## src/rtl/master_rd_completer_pkg.sv

```systemverilog
// Shared types and constants for the completer-side
// AXI read engine (master_rd_completer).
package master_rd_completer_pkg;

  typedef enum logic [2:0] {
    CPL_SC = 3'b000,
    CPL_UR = 3'b001,
    CPL_CA = 3'b100
  } cpl_status_t;

  typedef enum logic [2:0] {
    S_IDLE,
    S_AR,
    S_RDATA,
    S_HDR,
    S_DOUT
  } state_t;

  localparam logic [1:0] RRESP_OKAY   = 2'b00;
  localparam logic [1:0] RRESP_SLVERR = 2'b10;
  localparam logic [1:0] RRESP_DECERR = 2'b11;

  localparam int         BEAT_BYTES = 32;
  localparam logic [2:0] ARSIZE_VAL = 3'b101;
  localparam logic [1:0] BURST_INCR = 2'b01;

  typedef struct packed {
    logic [9:0]  tag;
    logic [15:0] requester_id;
    logic [9:0]  len_dw;
    logic [6:0]  lower_addr;
    logic [7:0]  last_idx;
  } rd_desc_t;

  // Beats touched by a read starting at byte offset off
  function automatic logic [7:0] calc_beats(
    input logic [4:0] off,
    input logic [9:0] len_dw
  );
    logic [12:0] len_bytes;
    logic [12:0] sum;
    len_bytes = (len_dw == 10'd0) ? 13'd4096
                                  : {1'b0, len_dw, 2'b00};
    sum = {8'd0, off} + len_bytes + 13'(BEAT_BYTES - 1);
    return sum[12:5];
  endfunction

endpackage

```

## src/rtl/master_rd_completer_beat_buffer.sv

```systemverilog
// Beat buffer for master_rd_completer: one write port,
// one indexed read port, data is not reset.
module cpl_beat_buffer #(
  parameter int DEPTH      = 17,
  parameter int DATA_WIDTH = 256,
  parameter int IDX_W      = $clog2(DEPTH)
) (
  input  logic                  clk,
  input  logic                  we,
  input  logic [IDX_W-1:0]      waddr,
  input  logic [DATA_WIDTH-1:0] wdata,
  input  logic [IDX_W-1:0]      raddr,
  output logic [DATA_WIDTH-1:0] rdata
);

  logic [DATA_WIDTH-1:0] mem [DEPTH];

  always_ff @(posedge clk) begin
    if (we) mem[waddr] <= wdata;
  end

  assign rdata = mem[raddr];

endmodule

```

## src/rtl/master_rd_completer.sv

```systemverilog
// Completer read engine: one MRd -> one AXI INCR burst,
// buffered R beats -> completion header + payload.
module master_rd_completer
  import master_rd_completer_pkg::*;
#(
  parameter int ADDR_WIDTH  = 64,
  parameter int DATA_WIDTH  = 256,
  parameter int ID_WIDTH    = 4,
  parameter int AR_ID       = 0,
  parameter int MAX_READ_DW = 128
) (
  input  logic                  axi_clk,
  input  logic                  ARESET,
  input  logic                  req_valid,
  output logic                  req_ready,
  input  logic [ADDR_WIDTH-1:0] req_addr,
  input  logic [9:0]            req_len_dw,
  input  logic [9:0]            req_tag,
  input  logic [15:0]           req_requester_id,
  output logic                  ARVALID,
  input  logic                  ARREADY,
  output logic [ADDR_WIDTH-1:0] ARADDR,
  output logic [7:0]            ARLEN,
  output logic [2:0]            ARSIZE,
  output logic [1:0]            ARBURST,
  output logic [ID_WIDTH-1:0]   ARID,
  input  logic                  RVALID,
  output logic                  RREADY,
  input  logic [DATA_WIDTH-1:0] RDATA,
  input  logic [1:0]            RRESP,
  input  logic                  RLAST,
  output logic                  cpl_hdr_valid,
  input  logic                  cpl_hdr_ready,
  output logic [2:0]            cpl_status,
  output logic [11:0]           cpl_byte_count,
  output logic [6:0]            cpl_lower_addr,
  output logic [9:0]            cpl_length_dw,
  output logic [9:0]            cpl_tag,
  output logic [15:0]           cpl_requester_id,
  output logic                  cpl_data_valid,
  input  logic                  cpl_data_ready,
  output logic [DATA_WIDTH-1:0] cpl_data,
  output logic                  cpl_data_last
);

  localparam int BUF_DEPTH = (MAX_READ_DW * 4 + 31) / 32 + 1;
  localparam int IDX_W     = $clog2(BUF_DEPTH);
  localparam logic [9:0] MAX_DW = 10'(MAX_READ_DW);

  state_t                state, state_nx;
  rd_desc_t              desc;
  cpl_status_t           status;
  logic [ADDR_WIDTH-1:0] araddr_q;
  logic [7:0]            cnt;
  logic [7:0]            rd_idx;
  logic [7:0]            beats;
  logic                  reject;
  logic                  r_fire;
  logic                  buf_we;
  logic                  force_ca;
  logic                  out_last;
  logic [DATA_WIDTH-1:0] buf_rdata;

  assign beats  = calc_beats(req_addr[4:0], req_len_dw);
  assign reject = (req_len_dw == 10'd0) ||
                  (req_len_dw > MAX_DW);

  assign r_fire = (state == S_RDATA) && RVALID;
  assign buf_we = r_fire && (cnt <= desc.last_idx);

  // Short burst or missing RLAST both mean a broken read
  assign force_ca = (RRESP == RRESP_SLVERR) ||
                    (RLAST ? (cnt != desc.last_idx)
                           : (cnt == desc.last_idx));

  assign out_last = (rd_idx == desc.last_idx);

  always_ff @(posedge axi_clk) begin
    if (ARESET) state <= S_IDLE;
    else        state <= state_nx;
  end

  always_comb begin
    state_nx       = state;
    req_ready      = 1'b0;
    ARVALID        = 1'b0;
    RREADY         = 1'b0;
    cpl_hdr_valid  = 1'b0;
    cpl_data_valid = 1'b0;
    unique case (state)
      S_IDLE: begin
        req_ready = 1'b1;
        if (req_valid) state_nx = reject ? S_HDR : S_AR;
      end
      S_AR: begin
        ARVALID = 1'b1;
        if (ARREADY) state_nx = S_RDATA;
      end
      S_RDATA: begin
        RREADY = 1'b1;
        if (RVALID && RLAST) state_nx = S_HDR;
      end
      S_HDR: begin
        cpl_hdr_valid = 1'b1;
        if (cpl_hdr_ready)
          state_nx = (status == CPL_SC) ? S_DOUT : S_IDLE;
      end
      S_DOUT: begin
        cpl_data_valid = 1'b1;
        if (cpl_data_ready && out_last) state_nx = S_IDLE;
      end
      default: state_nx = S_IDLE;
    endcase
  end

  always_ff @(posedge axi_clk) begin
    if (ARESET) begin
      desc     <= '0;
      status   <= CPL_SC;
      araddr_q <= '0;
      cnt      <= '0;
      rd_idx   <= '0;
    end else begin
      if (state == S_IDLE && req_valid) begin
        desc.tag          <= req_tag;
        desc.requester_id <= req_requester_id;
        desc.len_dw       <= req_len_dw;
        desc.lower_addr   <= {req_addr[6:2], 2'b00};
        desc.last_idx     <= beats - 8'd1;
        araddr_q <= {req_addr[ADDR_WIDTH-1:5], 5'd0};
        status   <= reject ? CPL_UR : CPL_SC;
        cnt      <= '0;
        rd_idx   <= '0;
      end
      if (state == S_AR && ARREADY) cnt <= '0;
      if (r_fire) begin
        // Saturate one past the end so overrun beats are dropped
        if (cnt <= desc.last_idx) cnt <= cnt + 8'd1;
        if (force_ca)
          status <= CPL_CA;
        else if (RRESP == RRESP_DECERR && status != CPL_CA)
          status <= CPL_UR;
      end
      if (state == S_DOUT && cpl_data_ready)
        rd_idx <= rd_idx + 8'd1;
    end
  end

  cpl_beat_buffer #(
    .DEPTH      (BUF_DEPTH),
    .DATA_WIDTH (DATA_WIDTH),
    .IDX_W      (IDX_W)
  ) u_buf (
    .clk   (axi_clk),
    .we    (buf_we),
    .waddr (cnt[IDX_W-1:0]),
    .wdata (RDATA),
    .raddr (rd_idx[IDX_W-1:0]),
    .rdata (buf_rdata)
  );

  assign ARADDR  = araddr_q;
  assign ARLEN   = desc.last_idx;
  assign ARSIZE  = ARSIZE_VAL;
  assign ARBURST = BURST_INCR;
  assign ARID    = ID_WIDTH'(AR_ID);

  assign cpl_status       = status;
  assign cpl_byte_count   = {desc.len_dw, 2'b00};
  assign cpl_lower_addr   = desc.lower_addr;
  assign cpl_length_dw    = (status == CPL_SC) ? desc.len_dw : 10'd0;
  assign cpl_tag          = desc.tag;
  assign cpl_requester_id = desc.requester_id;

  assign cpl_data      = (state == S_DOUT) ? buf_rdata : '0;
  assign cpl_data_last = (state == S_DOUT) && out_last;

endmodule

```

## config.mk

```make
export PLATFORM = sky130hd
export DESIGN_NAME = master_rd_completer
export DESIGN_NICKNAME = d
export VERILOG_FILES = /design/src/rtl/master_rd_completer_pkg.sv /design/src/rtl/master_rd_completer_beat_buffer.sv /design/src/rtl/master_rd_completer.sv
export SDC_FILE = /design/constraint.sdc
export NUM_CORES = 2
export LEC_CHECK = 0
export ABC_AREA = 1
export CAP_MARGIN = 40
export CORE_MARGIN = 2
export CORE_UTILIZATION = 42
export DETAILED_ROUTE_END_ITERATION = 6
export SYNTH_ARGS = -nofsm -noshare
export SYNTH_HDL_FRONTEND = slang
export SYNTH_MEMORY_MAX_BITS = 65536
export SYNTH_SLANG_ARGS = --single-unit
```

## constraint.sdc

```tcl
create_clock -name axi_clk -period 34.3 [get_ports axi_clk]
set_input_delay 8.575 -clock axi_clk [delete_from_list [all_inputs] [get_ports axi_clk]]
set_output_delay 8.575 -clock axi_clk [all_outputs]
set_load 0.005 [all_outputs]
```

==> results.json <==
{
  "synth_cell_types": 36,
  "vias": 114443,
  "port_buffers": 748,
  "hold_ws_ns": 0.4905,
  "gp_congestion": 0.8809,
  "status": "finished, final reports clean",
  "crit_chain": "buf_4, buf_4, buf_12, buf_4, buf_16, buf_4, buf_16, o21ai_0, o22ai_1, o21ai_0, o22ai_1, o21ai_1, inv_1, clkdlybuf4s50_1",
  "start_util": 0.4220,
  "drive_gt1_frac": 0.06413,
  "end_kind": "primary output",
  "dp_slack_ns": 19.34,
  "viasPerCell": 5.719,
  "fp.coreArea_um2": 416900,
  "num_rows": 237,
  "fin_area_um2": 204700,
  "drv_cap": 0,
  "cp-start-kind": "flip-flop",
  "yosysWarnings": 0,
  "top_layer_used": "met5",
  "met2_length_um": 242700,
  "synth_edf_count": 4352,
  "drt-met1-wl_um": 212900,
  "h-tree-depth": 5,
  "gr-usage-all-layers": 0.2354,
  "die-area_um2": 424200,
  "grt_pass1_vias": 106839,
  "finalSetupTns_ns": 0,
  "cts_resized": 0,
  "min_path_type": "flip-flop to flip-flop",
  "async_flop_share": 0,
  "cts_tree": "done",
  "fin_skew_ns": 0.05654,
  "drtAntennaViolNets": 0,
  "numCtsBuffers": 453,
  "cts_setup_buffers": 0,
  "dpl.hpwl_um": 264000,
  "place_area_um2": 190100,
  "die_x_um": 651.3,
  "slowest_stage": "dfxtp_4",
  "wl_met3_um": 41910,
  "fillers": 36022,
  "cp_slowest_stage_delay_ns": 0.82,
  "worst_slack_ns": 18.16,
  "path_max_fanout": 220,
  "insertion_delay_ns": 1.01,
  "fin_crit_sh": 0.4707,
  "wirelength_um": 519000,
  "cp_common_cell": "buf_4",
  "slew_violations": 0,
  "worst_slew_pin_slew_ns": 1.249,
  "timing.rr.start": "ARLEN[7]$_SDFFE_PP0P_",
  "worstPathRequired_ns": 25.72,
  "setup_viol": 0,
  "fp.dieH_um": 651.3,
  "finalHoldViolations": 0,
  "netlist_area_um2": 176000,
  "synth-seq-cells": 4485,
  "power_density_nw_per_um2": 57.46,
  "hold_path_startpoint": "cpl_byte_count[5]$_SDFFE_PP0P_",
  "clk_pin_slew_ns": 0.06,
  "grt_pass1_wl_um": 744400,
  "clockBufferDepth": 4,
  "max-slew-margin-rel": 0.1675,
  "cts_sinks": 4485,
  "clockRootBuffer": "clkbuf_16",
  "fmax_ghz": 0.06194,
  "io_pins": 767,
  "rsz0062_at_grt": "no",
  "ys_seq_area_frac": 0.7578,
  "antenna_found_initial": 96,
  "criticalPathCategory": "flip-flop to primary output",
  "wl_per_cell_um": 25.93,
  "nets": 14496,
  "arrival_ns": 7.57,
  "gr-total-overflow": 0,
  "p_leak_nw": 69.16,
  "route.detailed.drc": 0,
  "synth_ff_type": "edfxtp_1",
  "syn_area_per_cell_um2": 12.93,
  "drtIter0Drc": 13345,
  "synthCells": 13613,
  "ir_drop_mv": 0.04709,
  "first_pass_iters": 6,
  "period_needed_ns": 16.14,
  "postCtsHoldBufs": 0,
  "syn2layout_area_growth_pct": 16.31,
  "grt_max_degree": 256
}
==> worst max-delay path: cells and delay by family, from the launching register on <==
family          cells  cell delay [ns]
buf+inv             9             4.14
flops               1             0.82
compound gates      5             0.89
==> placed cells by master, fill, tap and decap left out, types with 99 or more instances in the layout <==
cell,n
edfxtp_1,4352
nor2_1,2718
o21ai_0,2506
o22ai_1,1220
clkdlybuf4s50_1,748
inv_1,611
clkbuf_16,458
o21ai_1,428
a21oi_1,294
buf_4,172
dfxtp_1,128
clkbuf_1,112
nand2_1,111
clkinv_1,99
==> cells in the mapped netlist (all sizes together), types with 4 or more instances <==
library cell	number	share of area
o22ai	1220	0.043
xnor2	6	0.00030
nor2	2726	0.058
a211oi	4	0.00017
ha	21	0.0015
nand4	7	0.00025
or2	62	0.0022
a21oi	294	0.0084
nor3	16	0.00046
o211ai	63	0.0027
o21ai	2934	0.083
buf	288	0.0090
nand2	112	0.0024
inv	617	0.013
dfxtp	133	0.015
edfxtp	4352	0.74
nand3	34	0.00097
clkbuf	708	0.015
==> metal layers <==
| layer | GRT usage | up-vias |
|---|---|---|
| li1 | - | 51169 |
| met1 | 0.3198 | 57431 |
| met2 | 0.3790 | 4865 |
| met3 | 0.04009 | 922 |
| met4 | 0.09209 | 56 |
| met5 | 0 | - |
==> metrics by stage <==
step	instances	utilization	power [mW]
floorplan	13629	-	6.633
global placement	19074	0.4512	6.991
detailed placement	19148	0.4559	7.018
finish	20011	0.4909	11.76
CTS	19980	0.4906	11.82
global route	19999	0.4908	12.10
==> logic make-up after synthesis <==
group / after synthesis / synth area share
and+or+nand+nor: 2961 / 0.06457
other: 2 / 0.00004268
DFF: 4485 / 0.7578
AOI/OAI and AO/OA: 4522 / 0.1384
xor gates and xnor gates: 8 / 0.0003982
buffers and inverters: 1614 / 0.03732
adders and majority gates: 21 / 0.001493
==> cell type report <==
| class | count | area (µm²) | area share |
|---|---|---|---|
| Antenna cell | 28 | 70.07 | 0.0003424 |
| Clock buffer | 574 | 11910 | 0.05819 |
| Clock inverter | 258 | 2555 | 0.01248 |
| Inverter | 618 | 2359 | 0.01152 |
| Multi-Input combinational cell | 7530 | 36230 | 0.1770 |
| Sequential cell | 4485 | 133400 | 0.6516 |
| Tap cell | 5497 | 6878 | 0.03361 |
| Timing Repair Buffer | 1021 | 11290 | 0.05516 |
==> final timing paths <==
path | endpoint | slack [ns] | cells after the start
min reg2reg | cpl_byte_count[5]$_SDFFE_PP0P_ | 0.49 | 2
max reg2reg | u_buf.mem[13][216]$_DFFE_PP_ | 28.65 | 12
max | cpl_data[227] | 18.16 | 14
min | cpl_byte_count[5]$_SDFFE_PP0P_ | 0.49 | 2
==> report_power, final <==
| group | switching (mW) | leakage [nW] | internal (mW) | total [mW] |
|---|---|---|---|---|
| combinational | 0.478 | 21.9 | 0.272 | 0.750 |
| clock | 2.11 | 7.02 | 2.74 | 4.85 |
| sequential | 0.0435 | 40.2 | 6.12 | 6.16 |
==> sequential cells by signal (all words and copies together), names as in the netlist, named ones only <==
| register | count |
|---|---|
| ARLEN | 8 |
| rd_idx | 8 |
| cpl_tag | 10 |
| u_buf.mem | 4352 |
| cpl_byte_count | 10 |
| cpl_status | 3 |
| cpl_requester_id | 16 |
| cpl_lower_addr | 3 |
| ARADDR | 59 |
| state | 3 |
| cnt | 8 |
No activity file was read; power rests on OpenSTA's default activity.
